$ cat src/rtl/demux_striping_pkg.sv
// ---------------------------------------------------------------------------
// demux_striping_pkg
// Shared two-lane PHY definitions used by both the transmit striping mux and
// the receive-side un-striper.
//   state_t    : lane-slot tracker encoding (EXPECT0 = next word is lane 0,
//                EXPECT1 = next word is lane 1)
//   LANE_WIDTH : default lane / stream word width
// ---------------------------------------------------------------------------
package demux_striping_pkg;

    localparam int LANE_WIDTH = 32;

    typedef enum logic {
        EXPECT0 = 1'b0,
        EXPECT1 = 1'b1
    } state_t;

endpackage : demux_striping_pkg

$ cat src/rtl/demux_striping_hold_timer.sv
// ---------------------------------------------------------------------------
// striping_hold_timer
// Loadable down-counter that stretches a one-cycle publish strobe into a
// HOLD_CYCLES-long valid window. A load while the window is open restarts it.
// Ports:
//   clk_2f  in  1  stream clock, rising edge
//   reset   in  1  asynchronous, active-low reset
//   load    in  1  publish strobe; loads the counter with HOLD_CYCLES
//   active  out 1  high while the counter is non-zero
// ---------------------------------------------------------------------------
module striping_hold_timer #(
    parameter int HOLD_CYCLES = 2
) (
    input  logic clk_2f,
    input  logic reset,
    input  logic load,
    output logic active
);

    localparam int TW = $clog2(HOLD_CYCLES + 1);

    logic [TW-1:0] count;

    // NOTE: sequential state is always assigned with <= so every flop samples
    // the pre-edge values of its inputs, independent of statement order.
    always_ff @(posedge clk_2f or negedge reset) begin
        if (!reset) begin
            count <= '0;
        end else if (load) begin
            count <= TW'(HOLD_CYCLES);
        end else if (count != '0) begin
            count <= count - TW'(1);
        end
    end

    assign active = (count != '0);

endmodule : striping_hold_timer

$ cat src/rtl/demux_striping.sv
// ---------------------------------------------------------------------------
// demux_striping
// Receive-side un-striper for a two-lane PHY. Words on the 2f stream alternate
// lane 0, lane 1, lane 0, ...; the first valid word after any gap is lane 0.
// Each lane-0/lane-1 pair is published on both lane outputs in the same cycle
// and held valid for one f-period so the f-domain logic samples aligned words.
// A lane-0 word followed by a gap is published alone (orphan) and counted.
// Ports:
//   clk_2f      in  1      stream clock (2x lane rate), rising edge
//   reset       in  1      asynchronous, active-low reset
//   data_input  in  WIDTH  striped word stream
//   valid_in    in  1      data_input carries a word this cycle
//   lane_0      out WIDTH  lane-0 word, held between publishes
//   lane_1      out WIDTH  lane-1 word, held between publishes
//   valid_0     out 1      lane_0 valid, HOLD_CYCLES per publish
//   valid_1     out 1      lane_1 valid, HOLD_CYCLES per pair publish
//   orphan_cnt  out CNT_W  saturating count of lane-0 words with no partner
// ---------------------------------------------------------------------------
module demux_striping
    import demux_striping_pkg::*;
#(
    parameter int WIDTH       = LANE_WIDTH,
    parameter int HOLD_CYCLES = 2,
    parameter int CNT_W       = 8
) (
    input  logic             clk_2f,
    input  logic             reset,
    input  logic [WIDTH-1:0] data_input,
    input  logic             valid_in,
    output logic [WIDTH-1:0] lane_0,
    output logic [WIDTH-1:0] lane_1,
    output logic             valid_0,
    output logic             valid_1,
    output logic [CNT_W-1:0] orphan_cnt
);

    state_t           state;
    state_t           state_next;
    logic [WIDTH-1:0] stage;
    logic             publish;
    logic             pair;
    logic             pair_q;     // last publish carried a lane-1 word
    logic             hold_active;

    // Next-state / publish decode.
    // NOTE: every signal driven here gets a default first; a path that left
    // one unassigned would infer a latch.
    always_comb begin
        state_next = state;
        publish    = 1'b0;
        pair       = 1'b0;
        unique case (state)
            EXPECT0: begin
                if (valid_in) begin
                    state_next = EXPECT1;
                end
            end
            EXPECT1: begin
                // Lane 1 present -> pair; gap -> orphan. Either way the slot
                // resets so the next valid word is treated as lane 0.
                publish    = 1'b1;
                pair       = valid_in;
                state_next = EXPECT0;
            end
            default: state_next = EXPECT0;
        endcase
    end

    // NOTE: the stage and lane registers are reset too, so nothing undefined
    // can ever reach the outputs, even a word staged before reset.
    always_ff @(posedge clk_2f or negedge reset) begin
        if (!reset) begin
            state      <= EXPECT0;
            stage      <= '0;
            lane_0     <= '0;
            lane_1     <= '0;
            pair_q     <= 1'b0;
            orphan_cnt <= '0;
        end else begin
            state <= state_next;
            if (state == EXPECT0 && valid_in) begin
                stage <= data_input;
            end
            if (publish) begin
                lane_0 <= stage;
                pair_q <= pair;
                if (pair) begin
                    lane_1 <= data_input;
                end else if (orphan_cnt != '1) begin
                    orphan_cnt <= orphan_cnt + CNT_W'(1);
                end
            end
        end
    end

    striping_hold_timer #(
        .HOLD_CYCLES (HOLD_CYCLES)
    ) u_hold_timer (
        .clk_2f (clk_2f),
        .reset  (reset),
        .load   (publish),
        .active (hold_active)
    );

    // Valids come straight from registered state, so reset clears them at once.
    assign valid_0 = hold_active;
    assign valid_1 = hold_active & pair_q;

endmodule : demux_striping

$ cat config.mk
export PLATFORM = sky130hd
export DESIGN_NAME = demux_striping
export DESIGN_NICKNAME = d
export VERILOG_FILES = /design/src/rtl/demux_striping_pkg.sv /design/src/rtl/demux_striping_hold_timer.sv /design/src/rtl/demux_striping.sv
export SDC_FILE = /design/constraint.sdc
export NUM_CORES = 1
export LEC_CHECK = 0
export CAP_MARGIN = 20
export CORE_MARGIN = 4
export CORE_UTILIZATION = 35
export DETAILED_ROUTE_END_ITERATION = 16
export GPL_TIMING_DRIVEN = 0
export PLACE_DENSITY = 0.59
export SYNTH_ARGS = -nofsm -noshare
export SYNTH_HDL_FRONTEND = slang
export SYNTH_HIERARCHICAL = 1
export SYNTH_SLANG_ARGS = --single-unit
$ cat constraint.sdc
create_clock -name clk_2f -period 2.04 [get_ports clk_2f]
set_clock_uncertainty 0.2 [all_clocks]
set_input_delay 0.408 -clock clk_2f [delete_from_list [all_inputs] [get_ports clk_2f]]
set_output_delay 0.408 -clock clk_2f [all_outputs]
set_load 0.05 [all_outputs]
==> metrics.yaml, run 1 <==
yosysUniqueCellTypes: 32
core_area_mm2: 0.0120
seq_power_share_pct: 39.6
via_count: 2504
ant_nets: 0
drtIter0Drc: 81
clock-sinks: 108
cp_num_buf_inv: 1
final_area_mm2: 0.00583
num_rows: 40
gp_congestion: 0.670
grt_pass1_wl_um: 14500
cp.arrival_ps: 1340
cell_internal_pwr_mw: 4.49
synth_edf_count: 0
fill_cells: 1097
min_period_ps: 1950
startpoint_type: "flop"
yosysTopAreaCellShare_pct: 62.8
outcome: "finished, final reports clean"
ys_seq_area_share_pct: 62.8
drive_above_1_share_pct: 24.6
syn_inst: 257
numCtsBuffers: 9
timing_hold_violations_final: 0
critPathRequiredTime_ps: 1430
met3_usage_pct: 5.41
cts.clk_slew.worst_paths_ps: 60
post_cts_buffers: 0
path_class: "flop to output pin"
clock_latency_ps: 340
groute.usage.overall_pct: 13.1
drc: 0
first_pass_iters: 4
via_per_inst: 4.73
power_switching_mw: 2.71
setup_viol: 0
crit_chain: "dlygate4sd2_1"
ys_ff_latch: 108
portBuffers: 108
final_max_slew_viol_count: 0
cap_violations: 0
grt-ovfl-total: 0
drt-wirelength-per-cell_um: 16.5
synth-async-reset-ratio_pct: 100
grt_busiest_layer: "met2"
netlist_area_mm2: 0.00430
switching_share_pct: 37.7
yosys.cell_count.top_type: "dfrtp_1"
io_pins: 109
dp_hpwl_um: 6100
met1_usage_pct: 16.8
synth_common_cells: "dfrtp_1, mux2_1, mux2_2, mux2_4, xnor2_1"
ys_warn_count: 6
timing.final.crit_share_pct: 95.7
die_width_um: 119
ir_worst_vdd_v: 0.000589
rsz0062_at_grt: "false"
cp_slowest_stage_delay_ps: 560
synth_fp_nets: 294
grt_start_max_net_pins: 62
clkPwrFrac_pct: 25.4
fp.dieH_um: 119
crit_slowest_cell: "dlygate4sd2_1"
ctsLongestPathBuffers: 2
htree_levels: 3
maxSlewHeadroom_pct: 57.9
antenna_found_initial: 0
n_antenna_cell: 0
synth_top_area_cell: "dfrtp_1"
tns_ps: 0
die_area_mm2: 0.0141
hold_class: "flop to flop"
routed_wirelength_um: 8740
powerDensity_mw_per_mm2: 1240
worstMarginPinSlew_ps: 632
fmax_ghz: 0.512
initial_core_util_pct: 35.8
p_leak_nw: 2.69
synth.area.top_cells: "dfrtp_1, mux2_4, mux2_1"
cp-end-kind: "output pin"
cp_top_family: "buffers and inverters"
dpl-instance-area_mm2: 0.00559
ys.flop_type: "dfrtp_1"
use_met2_pct: 19.5
worstPathMaxFanout: 7
final_nets: 415
syn2layout_area_growth_pct: 35.4
pwr-share-comb_pct: 34.9
cts_tree: "built"
postSynthAreaPerCell_um2: 16.7
grt_pass1_vias: 2707
cts-root-buf: "clkbuf_16"
through the flow:
stage          power [mW]  cells  utilization, %  setup WS (ps)  hold WS [ps]
5_1_grt              7.57    529            48.5           10.9           308
3_3_place_gp         5.63    512            46.4          -3840           273
3_5_place_dp         5.67    513            46.6           -227           276
4_1_cts              7.29    529            48.4           -179           292
6_report             7.20    529            48.5           87.8           285
2_1_floorplan        4.67    257               -           5.76         -87.6
metal layers:
layer	part of all wire, %	up-vias	wire, um
li1	-	1153	-
met1	45	1257	3910
met2	45	84	3950
met3	8.4	10	730
met4	1.6	0	142
met5	0	-	0
power groups by stage:
stage | Clock [mW] | Combinational (mW) | Sequential, mW
after floorplan | 0 | 0.648 | 4.02
after CTS | 1.90 | 2.53 | 2.86
after global routing | 1.99 | 2.66 | 2.93
after global placement | 0 | 2.73 | 2.89
final | 1.83 | 2.52 | 2.85
after detailed placement | 0 | 2.76 | 2.91
logic make-up (layout without fill, tap and decap cells):
kind of cell	count (synthesis)	in the layout	share of synthesized area, %
buffers and inverters	16	141	3.08
xor gates and xnor gates	6	6	1.22
adders and majority gates	2	2	0.581
and+or+nand+nor	19	19	2.85
AOI/OAI and AO/OA	8	8	1.28
muxes	98	98	28.2
DFF	108	108	62.8
cell type report:
class	instances	area (um2)	area share, %
sequential	108	2700	46.4
multi-input combinational	133	1480	25.4
timing repair buffer	110	1020	17.5
clock buffer	11	233	3.99
tap	147	184	3.16
buffer	11	114	1.95
clock inverter	4	75.1	1.29
inverter	5	18.8	0.322
cells in the final DEF (no fill, tap or decap), types with 3 or more instances in the layout:
cell type        synthesis  layout
buf_12                   3       3
dlygate4sd2_1            0      72
mux2_2                  32      32
nor2_1                   3       3
mux2_1                  37      37
buf_4                    3       5
inv_1                    4       3
clkdlybuf4s50_1          0      33
clkbuf_16                0       9
buf_2                    4       5
dfrtp_1                108     108
xnor2_1                  5       5
mux2_4                  29      29
final timing paths:
kind / slack [ps] / from / end / cells after the start
min in group asynchronous: 420 / reset / lane_1[6] / 2
max in group asynchronous: 490 / reset / orphan_cnt[6] / 3
worst min-delay path: 280 / lane_1[29] / lane_1[29] / 1
worst min register to register: 280 / lane_1[29] / lane_1[29] / 1
worst max-delay path: 90 / orphan_cnt[3] / orphan_cnt[3] / 1
worst max register to register: 260 / orphan_cnt[1] / orphan_cnt[1] / 4
flip-flops by register name (all words and copies together), names as in the netlist:
name,flops
lane_0,32
lane_1,32
stage,32
orphan_cnt,8
u_hold_timer/count,2
pair_q,1
state,1
repair_timing:
action | CTS | global route
endpoints found under the setup margin | 74 | 1
resized for setup | 80 | 7
hold buffers | 1 | 0
endpoints found under the hold margin | 47 | 0
No activity file was read; power rests on OpenSTA's default activity.
==> inputs of run 2 (changes only) <==
==> constraint.sdc (replaced) <==
create_clock -name clk_2f -period 1.98 [get_ports clk_2f]
set_clock_uncertainty 0.2 [all_clocks]
set_input_delay 0.396 -clock clk_2f [delete_from_list [all_inputs] [get_ports clk_2f]]
set_output_delay 0.396 -clock clk_2f [all_outputs]
set_load 0.05 [all_outputs]
==> run 2 against run 1 <==
Against the previous run: count of clock-buffer cells in the layout did not move; flip-flop and latch count unchanged; worst setup slack got worse by 29 ps; hold slack worse by 0.51 ps; combinational power up 4%; sequential power rose by 3%; critical path type unchanged; sequential share of layout area is 0.11 points higher; first-iteration DRC count grew 21%.
==> metrics.yaml, run 2 (same netlist as run 1, synthesis figures left out) <==
numCtsBuffers: 9  # unchanged
timing.final.crit_share_pct: 97.0
worstPathMaxFanout: 6  # -1
final_max_slew_viol_count: 0  # unchanged
gp_congestion: 0.727  # +8.6%
power_switching_mw: 2.77  # +2.4%
clock_latency_ps: 340  # about the same
clkPwrFrac_pct: 24.1  # -1.3 points
cp_top_family: "buffers and inverters"
cts_tree: "built"
dp_cells: 513  # unchanged
cts.clk_slew.worst_paths_ps: 60  # about the same
clock-sinks: 108  # unchanged
rsz0062_at_grt: "false"
setup_viol: 0  # unchanged
first_pass_iters: 4  # unchanged
crit_chain: "dlygate4sd2_1"
grt-ovfl-total: 0  # unchanged
portBuffers: 108  # unchanged
final_cells: 530  # +0.19%
timing_hold_violations_final: 0  # unchanged
num_rows: 40  # unchanged
cp_num_buf_inv: 1  # unchanged
final_area_mm2: 0.00582  # -0.15%
dpl-instance-area_mm2: 0.00559  # about the same
cell_internal_pwr_mw: 4.54  # +1.3%
grt_start_max_net_pins: 70  # +13%
n_antenna_cell: 0  # unchanged
tns_ps: 0  # unchanged
reg.largest.list: "lane_0: 32 flops, lane_1: 32 flops, stage: 32 flops"
ant_nets: 0  # unchanged
htree_levels: 3  # unchanged
hold_class: "flop to flop"
min_period_ps: 1920
drtIter0Drc: 98  # +21%
pwr-share-comb_pct: 35.7  # +0.8 points
startpoint_type: "flop"
powerDensity_mw_per_mm2: 1260  # +1.8%
outcome: "finished, final reports clean"
grt_pass1_wl_um: 14100  # -2.7%
dp_hpwl_um: 6040  # -1.1%
crit_slowest_cell: "dlygate4sd2_1"
core_area_mm2: 0.0120  # unchanged
worstMarginPinSlew_ps: 868  # +236 ps
fin_util_pct: 48.4  # -0.073 points
groute.usage.overall_pct: 12.7  # -0.40 points
final_cell_mix: "dfrtp_1, dlygate4sd2_1, mux2_1, clkdlybuf4s50_1, mux2_2"
syn2layout_area_growth_pct: 35.2
antenna_found_initial: 0  # unchanged
critPathRequiredTime_ps: 1380  # -50 ps
die_width_um: 119  # unchanged
drc: 0  # unchanged
routed_wirelength_um: 8440  # -3.4%
drt-wirelength-per-cell_um: 15.9  # -3.5%
cp.arrival_ps: 1330  # about the same
fp.dieH_um: 119  # unchanged
final_nets: 416  # +0.24%
switching_share_pct: 37.9  # +0.24 points
maxSlewHeadroom_pct: 42.1  # -16 points
die_area_mm2: 0.0141  # unchanged
layout_commonest_cell: "dfrtp_1"
cp-end-kind: "output pin"
seq_power_share_pct: 40.2  # +0.6 points
path_class: "flop to output pin"
drive_above_1_share_pct: 26.4  # +1.8 points
ir_worst_vdd_v: 0.000491  # -17%
io_pins: 109  # unchanged
cp_slowest_stage_delay_ps: 550  # about the same
cap_violations: 0  # unchanged
via_count: 2495  # -0.36%
grt_pass1_vias: 2663  # -1.6%
p_leak_nw: 2.70  # +0.13%
cts-root-buf: "clkbuf_16"
ctsLongestPathBuffers: 2  # unchanged
fmax_ghz: 0.521
via_per_inst: 4.71  # -0.55%
initial_core_util_pct: 35.8  # unchanged
## run 2: cell types whose count changed in the layout (fill, tap and decap cells not counted), moves of 2 or more
cell / before / now
clkinvlp_4: 2 / 0
clkinv_2: 0 / 2
dfrtp_1: 108 / 106
dfrtp_2: 0 / 2
## run 2: repair_timing
action                                  in CTS  in global routing
hold buffers                                 1                  0
pin swaps                                    0                  1
setup buffers                                0                  1
endpoints found under the setup margin      74                  3
hold endpoints to repair                    29                  0
gates resized for setup                     81                 11
## run 2: path summary, 6_finish.rpt
check                              start               endpoint  slack [ps]  cells past startpoint
max                        orphan_cnt[4]          orphan_cnt[4]          60                      1
min                                state  u_hold_timer/count[0]         280                      1
max reg2reg                orphan_cnt[1]          orphan_cnt[1]         210                      4
min reg2reg                        state  u_hold_timer/count[0]         280                      1
max in group asynchronous          reset          orphan_cnt[1]         330                      3
min in group asynchronous          reset              lane_1[8]         520                      2
## run 2: stage by stage
stage          hold slack (ps)  worst slack [ps]  total power [mW]
2_1_floorplan            -99.6              72.7              4.81
3_3_place_gp               267             -4250              5.81
3_5_place_dp               281              -278              5.85
4_1_cts                    291              -236              7.41
5_1_grt                    300             0.976              7.69
6_report                   284              58.9              7.32
## run 2: area by class of cell
| type | instances | area [um2] |
|---|---|---|
| buffer | 11 | 114 |
| clock buffer | 11 | 243 |
| clock inverter | 4 | 48.8 |
| fill | 1085 | 6190 |
| inverter | 5 | 18.8 |
| multi-input combinational | 133 | 1480 |
| sequential | 108 | 2710 |
| tap | 147 | 184 |
| timing repair buffer | 111 | 1020 |
## run 2: power groups by stage
stage	Combinational (mW)	Clock (mW)	Sequential, mW
2_1_floorplan	0.669	0	4.14
5_1_grt	2.75	1.92	3.01
6_report	2.61	1.76	2.94
3_3_place_gp	2.82	0	2.98
3_5_place_dp	2.85	0	3.00
4_1_cts	2.61	1.85	2.95
## run 2: routing by layer
metal,vias to the layer above,GRT usage (%),wire length (um)
met4,0,5.65,164
met1,1251,15.7,3720
li1,1156,-,-
met3,13,5.13,678
met5,-,0,0
met2,75,19.5,3880
==> inputs of run 3 (changes only) <==
--- a/config.mk
+++ b/config.mk
@@ -8,6 +8,7 @@
 export CAP_MARGIN = 20
 export CORE_MARGIN = 4
 export CORE_UTILIZATION = 35
+export CTS_BUF_LIST = sky130_fd_sc_hd__clkbuf_4 sky130_fd_sc_hd__clkbuf_8
 export DETAILED_ROUTE_END_ITERATION = 16
 export GPL_TIMING_DRIVEN = 0
 export PLACE_DENSITY = 0.59
==> constraint.sdc (replaced) <==
create_clock -name clk_2f -period 1.98 [get_ports clk_2f]
set_clock_uncertainty 0.2 [all_clocks]
set_input_delay 0.297 -clock clk_2f [delete_from_list [all_inputs] [get_ports clk_2f]]
set_output_delay 0.297 -clock clk_2f [all_outputs]
set_load 0.05 [all_outputs]
==> run 3 against run 2 <==
Against the previous run: critical path depth up 4; clock power down 32%; largest cell class unchanged; critical endpoint is now valid_1; cell count shrank 0.19%.
==> metrics.yaml, run 3 (same netlist as run 1, synthesis figures left out) <==
outcome: "finished, final reports clean"
cts_tree: "built"
routed_wirelength_um: 8510  # +0.85%
cp_slowest_stage_delay_ps: 400  # -150 ps
layout_commonest_cell: "dfrtp_1"
final_nets: 415  # -0.24%
cts.clk_slew.worst_paths_ps: 90  # +30 ps
setup_viol: 0  # unchanged
reg2reg_from: "orphan_cnt[1]"
crit_chain: "inv_1 > ha_2 > inv_1 > and2_1 > buf_6"
cp_num_buf_inv: 3  # +2
fp.dieH_um: 119  # unchanged
antenna_found_initial: 0  # unchanged
rsz0062_at_grt: "false"
maxSlewHeadroom_pct: 43.9  # +1.8 points
fill_cells: 1123  # +3.5%
die_area_mm2: 0.0141  # unchanged
initial_core_util_pct: 35.8  # unchanged
pwr-share-comb_pct: 38.3  # +2.6 points
final_max_slew_viol_count: 0  # unchanged
tns_ps: 0  # unchanged
path_class: "flop to output pin"
reg.largest.list: "lane_0: 32 flops, lane_1: 32 flops, stage: 32 flops"
min_period_ps: 1900  # -25.3 ps
drive_above_1_share_pct: 25.4  # -0.98 points
startpoint_type: "flop"
ctsLongestPathBuffers: 2  # unchanged
htree_levels: 3  # unchanged
numCtsBuffers: 9  # unchanged
r2r-end: "orphan_cnt[1]"
reg2reg_slack_ps: 250  # +40 ps
portBuffers: 108  # unchanged
drtIter0Drc: 95  # -3.1%
n_antenna_cell: 0  # unchanged
fmax_ghz: 0.527  # +1.3%
grt_pass1_wl_um: 14800  # +5.0%
grt_pass1_vias: 2756  # +3.5%
post_cts_buffers: 0  # unchanged
dp_hpwl_um: 5960  # -1.2%
seq_power_share_pct: 43.8  # +3.6 points
drc: 0  # unchanged
cp-end-kind: "output pin"
cp_top_family: "flip-flops"
timing.final.ws_setup_ps: 84.1  # +25.3 ps
via_count: 2492  # -0.12%
ant_nets: 0  # unchanged
gp_congestion: 0.696  # -4.3%
timing.final.crit_share_pct: 95.8  # -1.3 points
cpMostUsedCell: "inv_1"
crit_slowest_cell: "dfrtp_1"
crit_cells: 5  # +4
timing_hold_violations_final: 0  # unchanged
via_per_inst: 4.71  # about the same
reg2regPathDepth: 4  # unchanged
switching_share_pct: 40.0  # +2.1 points
worstPathMaxFanout: 4  # -2
clkPwrFrac_pct: 17.9  # -6.2 points
final_cell_mix: "dfrtp_1, dlygate4sd2_1, mux2_1, clkdlybuf4s50_1, mux2_2"
worstMarginPinSlew_ps: 841  # -27.0 ps
clock-sinks: 108  # unchanged
ir_worst_vdd_v: 0.000653  # +33%
drt-wirelength-per-cell_um: 16.1  # +1.0%
crit_path_end: "valid_1"
post-place-ws_ps: -191  # +87.2 ps
powerDensity_mw_per_mm2: 1180  # -6.1%
grt-ovfl-total: 0  # unchanged
clock_latency_ps: 370  # +30 ps
cts-root-buf: "clkbuf_8"
critPathRequiredTime_ps: 1480  # +100 ps
core_area_mm2: 0.0120  # unchanged
power_switching_mw: 2.68  # -3.3%
num_rows: 40  # unchanged
io_pins: 109  # unchanged
cap_violations: 0  # unchanged
first_pass_iters: 4  # unchanged
die_width_um: 119  # unchanged
syn2layout_area_growth_pct: 31.8
cell_internal_pwr_mw: 4.02  # -12%
startpoint: "u_hold_timer/count[0]"
hold_class: "flop to flop"
cp.arrival_ps: 1400  # +70 ps
p_leak_nw: 2.63  # -2.3%
groute.usage.overall_pct: 13.2  # +0.51 points
grt_start_max_net_pins: 67  # -4.3%
[run 3: worst register-to-register path, stage by stage, from the launching register on]
cell	delay, ps
dfrtp_2	410
ha_1	210
nand3_1	220
o21ai_2	250
mux2_1	330
[run 3: how the worst min path moves through the flow]
stage,startpoint,end,cells after the start
finish,lane_1[24],lane_1[24],1
global route,lane_1[27],lane_1[27],1
CTS,lane_1[12],lane_1[12],1
detailed placement,reset,lane_1[11],1
global placement,stage[1],stage[1],1
floorplan,reset,lane_0[0],0
[run 3: layout make-up]
class	instances	area, um2	share of cell area [%]
buffer	11	114	2.01
inverter	5	18.8	0.331
clock inverter	2	12.5	0.221
timing repair buffer	110	1010	17.9
sequential	108	2710	47.7
clock buffer	13	154	2.71
tap	147	184	3.24
multi-input combinational	133	1470	25.9
[run 3: metal layers]
metal  global-route usage, %  routed length [um]
met1                    16.8                3780
met2                    20.2                3910
met3                    6.51                 733
met4                    3.04                  88
met5                       0                   0
[run 3: metrics by stage]
step                      area (um2)  cells  util [%]  total power [mW]  hold WS (ps)
after floorplan                 4310    257         -              4.81          -199
after global placement          5570    512      46.4              5.80           273
after detailed placement        5590    513      46.5              5.84           261
after CTS                       5670    529      47.2              6.82           296
after global routing            5670    529      47.2              7.09           302
final                           5670    529      47.2              6.70           290
[run 3: power by group through the flow]
| stage | Clock, mW | Sequential, mW | Combinational, mW |
|---|---|---|---|
| 2_1_floorplan | 0 | 4.14 | 0.668 |
| 3_3_place_gp | 0 | 2.98 | 2.82 |
| 3_5_place_dp | 0 | 3.00 | 2.84 |
| 4_1_cts | 1.28 | 2.95 | 2.60 |
| 5_1_grt | 1.37 | 3.01 | 2.71 |
| 6_report | 1.20 | 2.94 | 2.57 |
[run 3: repair_timing]
action | in CTS | in global routing
gates resized for setup | 84 | 1
pin swaps | 0 | 1
setup endpoints to repair | 74 | 1
hold endpoints to repair | 65 | 0
hold buffers | 1 | 0
